**src/rtl/latch_bank_arbiter.sv**
```systemverilog
// latch_bank_arbiter
// Round-robin write controller sharing one bank of DEPTH level-sensitive
// latches between NREQ requesters. Each write runs a fixed sequence:
// setup (latch_d valid, enables low), OPEN_CYC cycles of one-hot latch_en,
// HOLD_CYC cycles with latch_d still stable, then a done pulse.
//
// Ports:
//   clk      in   clock, rising edge
//   rst      in   synchronous active-high reset
//   req      in   [NREQ]     per-requester write request (level)
//   wr_addr  in   [NREQ*AW]  requester i address at [i*AW +: AW]
//   wr_data  in   [NREQ*W]   requester i data at [i*W +: W]
//   gnt      out  [NREQ]     one-hot pulse, request accepted
//   done     out  [NREQ]     one-hot pulse, write complete
//   err      out             pulse with done when address >= DEPTH
//   latch_d  out  [W]        shared latch data
//   latch_en out  [DEPTH]    one-hot latch enables
//   busy     out             high whenever not idle
module latch_bank_arbiter #(
  parameter int unsigned NREQ     = 4,
  parameter int unsigned DEPTH    = 8,
  parameter int unsigned AW       = 3,
  parameter int unsigned W        = 8,
  parameter int unsigned OPEN_CYC = 2,
  parameter int unsigned HOLD_CYC = 1
) (
  input  logic                 clk,
  input  logic                 rst,
  input  logic [NREQ-1:0]      req,
  input  logic [NREQ*AW-1:0]   wr_addr,
  input  logic [NREQ*W-1:0]    wr_data,
  output logic [NREQ-1:0]      gnt,
  output logic [NREQ-1:0]      done,
  output logic                 err,
  output logic [W-1:0]         latch_d,
  output logic [DEPTH-1:0]     latch_en,
  output logic                 busy
);

  localparam int unsigned OW   = (NREQ > 1) ? $clog2(NREQ) : 1;
  localparam int unsigned CMAX = (OPEN_CYC > HOLD_CYC) ? OPEN_CYC : HOLD_CYC;
  localparam int unsigned CW   = (CMAX > 1) ? $clog2(CMAX) : 1;

  typedef enum logic [2:0] {
    S_IDLE  = 3'd0,
    S_SETUP = 3'd1,
    S_OPEN  = 3'd2,
    S_HOLD  = 3'd3,
    S_DONE  = 3'd4
  } state_t;

  state_t          r_state, w_state_nxt;
  logic [CW-1:0]   r_cnt, w_cnt_nxt;
  logic [OW-1:0]   r_owner;
  logic [AW-1:0]   r_addr;
  logic            r_bad;
  logic [OW-1:0]   r_ptr, w_ptr_nxt;

  logic [NREQ-1:0]  r_gnt, w_gnt_nxt;
  logic [NREQ-1:0]  r_done, w_done_nxt;
  logic             r_err, w_err_nxt;
  logic [W-1:0]     r_d, w_d_nxt;
  logic [DEPTH-1:0] r_en, w_en_nxt;
  logic             r_busy;
  logic             w_cap;

  logic             w_pick_vld;
  logic [OW-1:0]    w_pick;
  logic [OW:0]      w_sum;
  logic [AW-1:0]    w_pick_addr;
  logic [W-1:0]     w_pick_data;
  logic             w_pick_bad;
  logic [DEPTH-1:0] w_en_vec;

  // Round-robin pick: first requester at or above r_ptr, wrapping. Iterate
  // from the far end so the nearest candidate overwrites the others.
  always_comb begin : arb
    w_pick_vld = 1'b0;
    w_pick     = '0;
    w_sum      = '0;
    for (int i = int'(NREQ) - 1; i >= 0; i--) begin
      w_sum = {1'b0, r_ptr} + (OW+1)'(i);
      if (w_sum >= (OW+1)'(NREQ)) w_sum = w_sum - (OW+1)'(NREQ);
      if (req[w_sum[OW-1:0]]) begin
        w_pick_vld = 1'b1;
        w_pick     = w_sum[OW-1:0];
      end
    end
  end

  // Select the picked requester's address and data.
  always_comb begin : sel
    w_pick_addr = '0;
    w_pick_data = '0;
    for (int i = 0; i < int'(NREQ); i++) begin
      if (w_pick == OW'(i)) begin
        w_pick_addr = wr_addr[i*AW +: AW];
        w_pick_data = wr_data[i*W +: W];
      end
    end
  end

  assign w_pick_bad = (32'(w_pick_addr) >= 32'(DEPTH));
  // Out-of-range addresses never raise an enable bit.
  assign w_en_vec   = r_bad ? '0 : (DEPTH'(1) << r_addr);

  // Next state and next registered outputs.
  always_comb begin : fsm_nxt
    w_state_nxt = r_state;
    w_cnt_nxt   = r_cnt;
    w_ptr_nxt   = r_ptr;
    w_gnt_nxt   = '0;
    w_done_nxt  = '0;
    w_err_nxt   = 1'b0;
    w_en_nxt    = '0;
    w_d_nxt     = r_d;
    w_cap       = 1'b0;
    unique case (r_state)
      S_IDLE: begin
        if (w_pick_vld) begin
          w_state_nxt = S_SETUP;
          w_cap       = 1'b1;
          w_gnt_nxt   = NREQ'(1) << w_pick;
          w_d_nxt     = w_pick_data;
        end
      end
      S_SETUP: begin
        w_state_nxt = S_OPEN;
        w_cnt_nxt   = '0;
        w_en_nxt    = w_en_vec;
      end
      S_OPEN: begin
        if (r_cnt == CW'(OPEN_CYC - 1)) begin
          w_state_nxt = S_HOLD;
          w_cnt_nxt   = '0;
        end else begin
          w_cnt_nxt = r_cnt + CW'(1);
          w_en_nxt  = w_en_vec;
        end
      end
      S_HOLD: begin
        if (r_cnt == CW'(HOLD_CYC - 1)) begin
          w_state_nxt = S_DONE;
          w_cnt_nxt   = '0;
          w_done_nxt  = NREQ'(1) << r_owner;
          w_err_nxt   = r_bad;
        end else begin
          w_cnt_nxt = r_cnt + CW'(1);
        end
      end
      S_DONE: begin
        w_state_nxt = S_IDLE;
        w_ptr_nxt   = (r_owner == OW'(NREQ - 1)) ? '0 : (r_owner + OW'(1));
      end
      default: begin
        w_state_nxt = S_IDLE;
      end
    endcase
  end

  // State, transaction capture and output registers.
  always_ff @(posedge clk) begin
    if (rst) begin
      r_state <= S_IDLE;
      r_cnt   <= '0;
      r_ptr   <= '0;
      r_owner <= '0;
      r_addr  <= '0;
      r_bad   <= 1'b0;
      r_gnt   <= '0;
      r_done  <= '0;
      r_err   <= 1'b0;
      r_d     <= '0;
      r_en    <= '0;
      r_busy  <= 1'b0;
    end else begin
      r_state <= w_state_nxt;
      r_cnt   <= w_cnt_nxt;
      r_ptr   <= w_ptr_nxt;
      if (w_cap) begin
        r_owner <= w_pick;
        r_addr  <= w_pick_addr;
        r_bad   <= w_pick_bad;
      end
      r_gnt   <= w_gnt_nxt;
      r_done  <= w_done_nxt;
      r_err   <= w_err_nxt;
      r_d     <= w_d_nxt;
      r_en    <= w_en_nxt;
      r_busy  <= (w_state_nxt != S_IDLE);
    end
  end

  assign gnt      = r_gnt;
  assign done     = r_done;
  assign err      = r_err;
  assign latch_d  = r_d;
  assign latch_en = r_en;
  assign busy     = r_busy;

endmodule

```
**config.mk**
```make
export PLATFORM = sky130hd
export DESIGN_NAME = latch_bank_arbiter
export DESIGN_NICKNAME = d
export VERILOG_FILES = /design/src/rtl/latch_bank_arbiter.sv
export SDC_FILE = /design/constraint.sdc
export NUM_CORES = 1
export LEC_CHECK = 0
export CAP_MARGIN = 10
export CORE_MARGIN = 5
export CORE_UTILIZATION = 38
export DETAILED_ROUTE_END_ITERATION = 7
export GPL_ROUTABILITY_DRIVEN = 1
export PLACE_DENSITY = 0.86
export SLEW_MARGIN = 20
export SYNTH_ARGS = -nofsm -noshare
export SYNTH_HDL_FRONTEND = slang
export SYNTH_SLANG_ARGS = --single-unit
```
**constraint.sdc**
```tcl
create_clock -name clk -period 1.7 [get_ports clk]
set_input_delay 0.255 -clock clk [delete_from_list [all_inputs] [get_ports clk]]
set_output_delay 0.255 -clock clk [all_outputs]
set_load 0.005 [all_outputs]
```
# == Word-level counts from Yosys, hierarchy flattened ==
# Cells that the tools add are included.
# W data, S select, Z words.
# classes
add_sub_neg,9
mul,0
div_mod_pow,0
n_lt_le_gt_ge,8
n_eq_ne,8
shift,3
mux,40
bitwise,3
reduce_logical,7
# op_table
operator,count
$mux W8,5
$mux W3,7
$mux W2,9
$pmux W8 S2,1
$lt A2 B3 Y1 const B,4
$mux W1,12
$pmux W3 S4,1
$ge A3 B3 Y1 const B,3
$bmux W1 S2,4
$shl A1 B2 Y4 const A,2
$shl A1 B3 Y8 const A,1
$sub A2 B1 Y2 const B,4
$add A2 B2 Y3 const B,2
$eq A2 B2 Y1 const B,3
$eq A3 B2 Y1 const B,2
$reduce_bool A3 Y1,2
$reduce_or A3 Y1,2
$add A2 B1 Y3 const B,1
$eq A3 B1 Y1 const B,1
$eq A3 B3 Y1 const B,1
$ge A2 B3 Y1 const B,1
$logic_not A3 Y1,1
$not A1 Y1,3
$pmux W1 S3,1
other kinds (5),5
# totals
regBits,36
latch_bits,0
mem_bits_rw,0
mem_bits_ro,0
in_bits,50
output_inout_bits,26
memories,0

# == Longest topological paths before layout ==
# depth
depth_word,14
depth_mapped,7
mapped_depth_nobuf,5

# == Least setup slack after synthesis ==
# No wires, ideal clock.
# synth_path
kind,register to register
start,register r_ptr[0]
end,register r_d[7] (netlist: latch_d[7])
setup_ns,0.123
arrival_time_ns,1.501
required_ns,1.577
slack_ns,0.075
path_stages_with_launch,7
period_less_slack_ns,1.625
cell_sequence,dfxtp_1 > nand2b_1 > or3b_4 > a21oi_4 > buf_6 > a2bb2oi_1 > o22ai_1
# synth_between
elab_chain_len,14
elab_cells_between_ends,40
classes_between,add/sub: 7; order compare: 4; eq/ne: 3; mux: 24; reduce/logical: 2
# synth_rtl
element,line,source
from (decl),57,"logic [OW-1:0] r_ptr, w_ptr_nxt;"
from (signal assigned),179,r_ptr <= w_ptr_nxt;
$add A2 B2 Y3,82,"w_sum = {1'b0, r_ptr} + (OW+1)'(i);"
$ge A3 B3 Y1 / $sub A2 B1 Y2 (equally long branches),83,if (w_sum >= (OW+1)'(NREQ)) w_sum = w_sum - (OW+1)'(NREQ);
$mux W2,83,
$bmux W1 S2,84,if (req[w_sum[OW-1:0]]) begin
$mux W1 (implied by the code),84,
$mux W2 (4 in a row),84,
$logic_not A2 Y1,96,if (w_pick == OW'(i)) begin
$mux W8 (4 in a row),96,
to (signal assigned),188,r_d <= w_d_nxt;
to (decl),62,"logic [W-1:0] r_d, w_d_nxt;"
# Parallel ways exist; a longest one is shown, timed or not. The select of a mux whose other input is x is not followed.
# A chain may end at the register's enable or synchronous reset.

# == Final worst setup path ==
# layout_path
start,register r_ptr[0]
end,register r_d[2] (netlist: latch_d[2])
# Same word-level chain as after synthesis.

==> parameters.txt <==
Parameter                              Value

Setup path
  WS Path Type ... reg2reg
  Register-to-Register Setup Slack ... 0.06 ns
  Cell breakdown of the critical path ... and2b_2 -> a211oi_4 -> buf_4 -> o21ai_0 -> a21o_2 -> a211oi_1
  Maximum fanout along the worst path ... 8
  Data arrival time of the critical path ... 1.84 ns
  Nature of the critical path startpoint ... flop
  Critical Path End Type ... flop
  Maximum single-stage delay on the critical path ... 0.36 ns
  Max stage delay cell, worst path ... dfxtp_2
  FF-to-FF Start ... r_ptr[0]
  Worst Path Required ... 1.90 ns
  Largest delay share family, worst path ... compound AO/OA/AOI/OAI gates
  Critical register-to-register path endpoint ... latch_d[2]
  CP bufs+invs ... 1
  Reg2Reg Depth ... 6

Synth
  Compound-gate portion of the synthesized area ... 28.4%
  Multiplexer share of the synthesized area ... 0%
  Simple logic cell fraction of the synthesized area ... 22.9%
  Number of standard cells after synthesis ... 196
  Async S/R FF share, synth ... 0%
  Adder-cell share of the synthesized area ... 0.714%
  Unique cell type count in the Yosys netlist ... 47
  Post-synth EDFFs ... 0
  Ys Warns ... 0
  Post-synthesis instance area ... 1750 um^2
  Most common flop cell mapped by yosys ... dfxtp_1
  Yosys reg bits ... 36
  Seq/Total Area, Yosys ... 41.1%
  Post-synthesis xor/xnor area fraction ... 0.500%
  Synthesized area per cell ... 8.94 um^2
  Largest family of logic cells by synthesized area ... compound AO/OA/AOI/OAI gates
  Synthesized net count ... 247

Global route
  Largest net degree at the start of global routing ... 14
  Total Routing Usage GR ... 17.9%
  Number of global-route vias before repair ... 1950
  Wire length of the first global-routing pass ... 8740 um
  Initial antenna violation count ... 0
  Aggregate global routing overflow ... 0

Clock network
  CTS tree ... yes
  Clock sinks ... 36
  Depth of the CTS H-tree ... 2
  Worst skew pair latency ... 0.29 ns
  Total clock buffers created by CTS ... 5
  Clock edge transition at the registers on the reported setup and hold paths ... 0.08 ns
  Number of buffers between clock root and the deepest sink ... 2
  Root buffer cell ... clkbuf_8

Power and ir drop
  IR drop worst, VDD ... 515 uV
  PwrDens ... 823 nW/um^2
  Leak pwr ... 1.10 nW

Layout
  Most frequent cells in the layout ... 70 x clkdlybuf4s50_1, 34 x dfxtp_1, 31 x buf_4
  Most common library cell in the layout ignoring fill and taps ... clkdlybuf4s50_1
  Nets@finish ... 348
  # diodes ... 0
  Fraction of final layout cells sized beyond drive strength 1 ... 22.5%
  Fill cell instance count of the final layout ... 344
  Post-layout instance count excluding filler cells ... 350
  Layout overhead on the synthesized area ... 64.5%

Drt
  Total detailed-routing wirelength ... 5830 um
  Via count ... 1940
  Via density ... 5.54
  Number of remaining DRC errors ... 0
  Iter 0 DRT Violations ... 243
  Drt wl/cell ... 16.7 um
  Number of antenna-violating nets in the routed design ... 0
  Number of detailed-route iterations in the first pass ... 4

Floorplanning
  Total die area ... 6070 um^2
  Die boundary width ... 77.9 um
  Initial cell density of the core ... 39.7%
  Height of the die ... 77.9 um
  Number of rows created at floorplan ... 24
  Top Ports ... 76
  Core region area ... 4410 um^2

STA
  Achievable Freq ... 0.610 GHz
  Measured slew at the worst slew-check pin ... 0.561 ns
  Pins Over Slew Limit ... 0
  Worst hold margin ... 0.498 ns
  Max transition margin ... 62.4%
  Post-route fraction of the period consumed by the critical path ... 96.4%
  Unrepaired setup endpoints after global routing ... yes
  Post-layout minimum cycle time ... 1.64 ns
  # setup viols final ... 0
  Layout Skew ... 0.00348 ns
  Endpoints failing hold ... 0
  Final setup slack of the worst path ... 0.0607 ns
  Setup total negative slack ... 0 ns

Placement
  Count of placed standard cells including taps ... 339
  HPWL after DPL ... 4390 um
  Number of input and output port buffers inserted ... 74
  Post-Place Setup Slack ... -0.458 ns
  Final Wtd Congestion ... 0.876

Job
  Count of max-cap constraint violations ... 0

Min path
  Hold wc startpoint ... latch_d[5]
  Min-Delay Path Depth ... 2
  Destination of the worst hold path ... latch_d[5]
  Min-Delay Path Class ... reg2reg

Outcome
  Outcome ... complete, no violations
## repair_timing
item | in CTS | in global routing
resized for setup | 5 | 18
buffers inserted | 0 | 3
endpoints found under the setup margin | 11 | 11
hold buffers | 0 | 0
pin swaps | 0 | 4
## through the flow
stage	utilization (%)	cell area, um^2	power, mW
6_report	65.3	2880	2.37
5_1_grt	65.3	2880	2.49
4_1_cts	63.4	2800	2.35
3_5_place_dp	61.2	2700	1.70
3_3_place_gp	61.2	2700	1.68
2_1_floorplan	-	1750	1.33
## layer usage
metal  global-route usage, %  vias to the layer above  share of wire, %
met5                       0                        -                 0
met4                    7.26                        0               2.4
met3                    5.44                       13               8.1
met2                    30.1                       93                50
met1                    21.1                      905                40
li1                        -                      929                 -
## worst min-delay path, delay by kind of cell (launching register included)
kind / cells / cell delay (ns)
simple gates: 1 / 0.08
flops: 1 / 0.32
compound gates: 1 / 0.06
## cells by family after synthesis
kind of cell,count (synthesis)
simple gates,71
buf+inv,19
compound gates,67
xor+xnor,1
fa+ha+maj,1
flops,36
other cells,1
## worst max path at each step
stage,from,slack [ns],depth (start not counted),end
floorplan,r_ptr[0],0.08,6,latch_d[7]
global placement,req[2],-0.32,7,latch_d[0]
detailed placement,req[0],-0.46,6,latch_d[3]
CTS,r_ptr[0],0.004,6,latch_d[3]
global route,r_ptr[1],-0.02,5,latch_d[3]
finish,r_ptr[0],0.06,6,latch_d[2]
## final cells by class
cell class	instances	area, um^2	share of cell area, %
tap	52	65.1	2.26
timing repair buffer	108	1010	35.0
inverter	5	18.8	0.651
sequential	36	726	25.2
multi-input combinational	141	967	33.6
clock inverter	2	15.0	0.521
clock buffer	6	82.6	2.87
## sequential cells by signal, indices dropped and copies added, names as in the netlist
name,flops
done,4
r_addr,3
busy,1
gnt,4
r_ptr,2
r_owner,2
latch_d,8
r_cnt,1
latch_en,8
r_state,3
## cell usage after synthesis, types with 3 or more instances
library cell | count | share of area [%]
clkbuf_1 | 4 | 0.86
o21ai_0 | 9 | 2.6
nor2_1 | 17 | 3.6
nand3b_1 | 6 | 2.6
a21oi_1 | 8 | 2.3
buf_6 | 3 | 1.9
inv_1 | 5 | 1.1
nand2_1 | 10 | 2.1
a21o_2 | 6 | 3.0
buf_2 | 4 | 1.1
dfxtp_1 | 36 | 41
nor3b_1 | 3 | 1.3
nor4_1 | 3 | 1.1
nor3_1 | 8 | 2.3
a211oi_1 | 10 | 4.3
a221oi_1 | 6 | 3.0
nand3_1 | 9 | 2.6
o31ai_1 | 4 | 1.7
o22ai_1 | 5 | 1.8
nand2b_1 | 4 | 1.4
a21boi_0 | 6 | 2.6
## where the power goes
group	internal [mW]	switching [mW]
sequential	0.919	0.0572
combinational	0.422	0.314
clock	0.328	0.331
(Power assumes the default switching activity.)
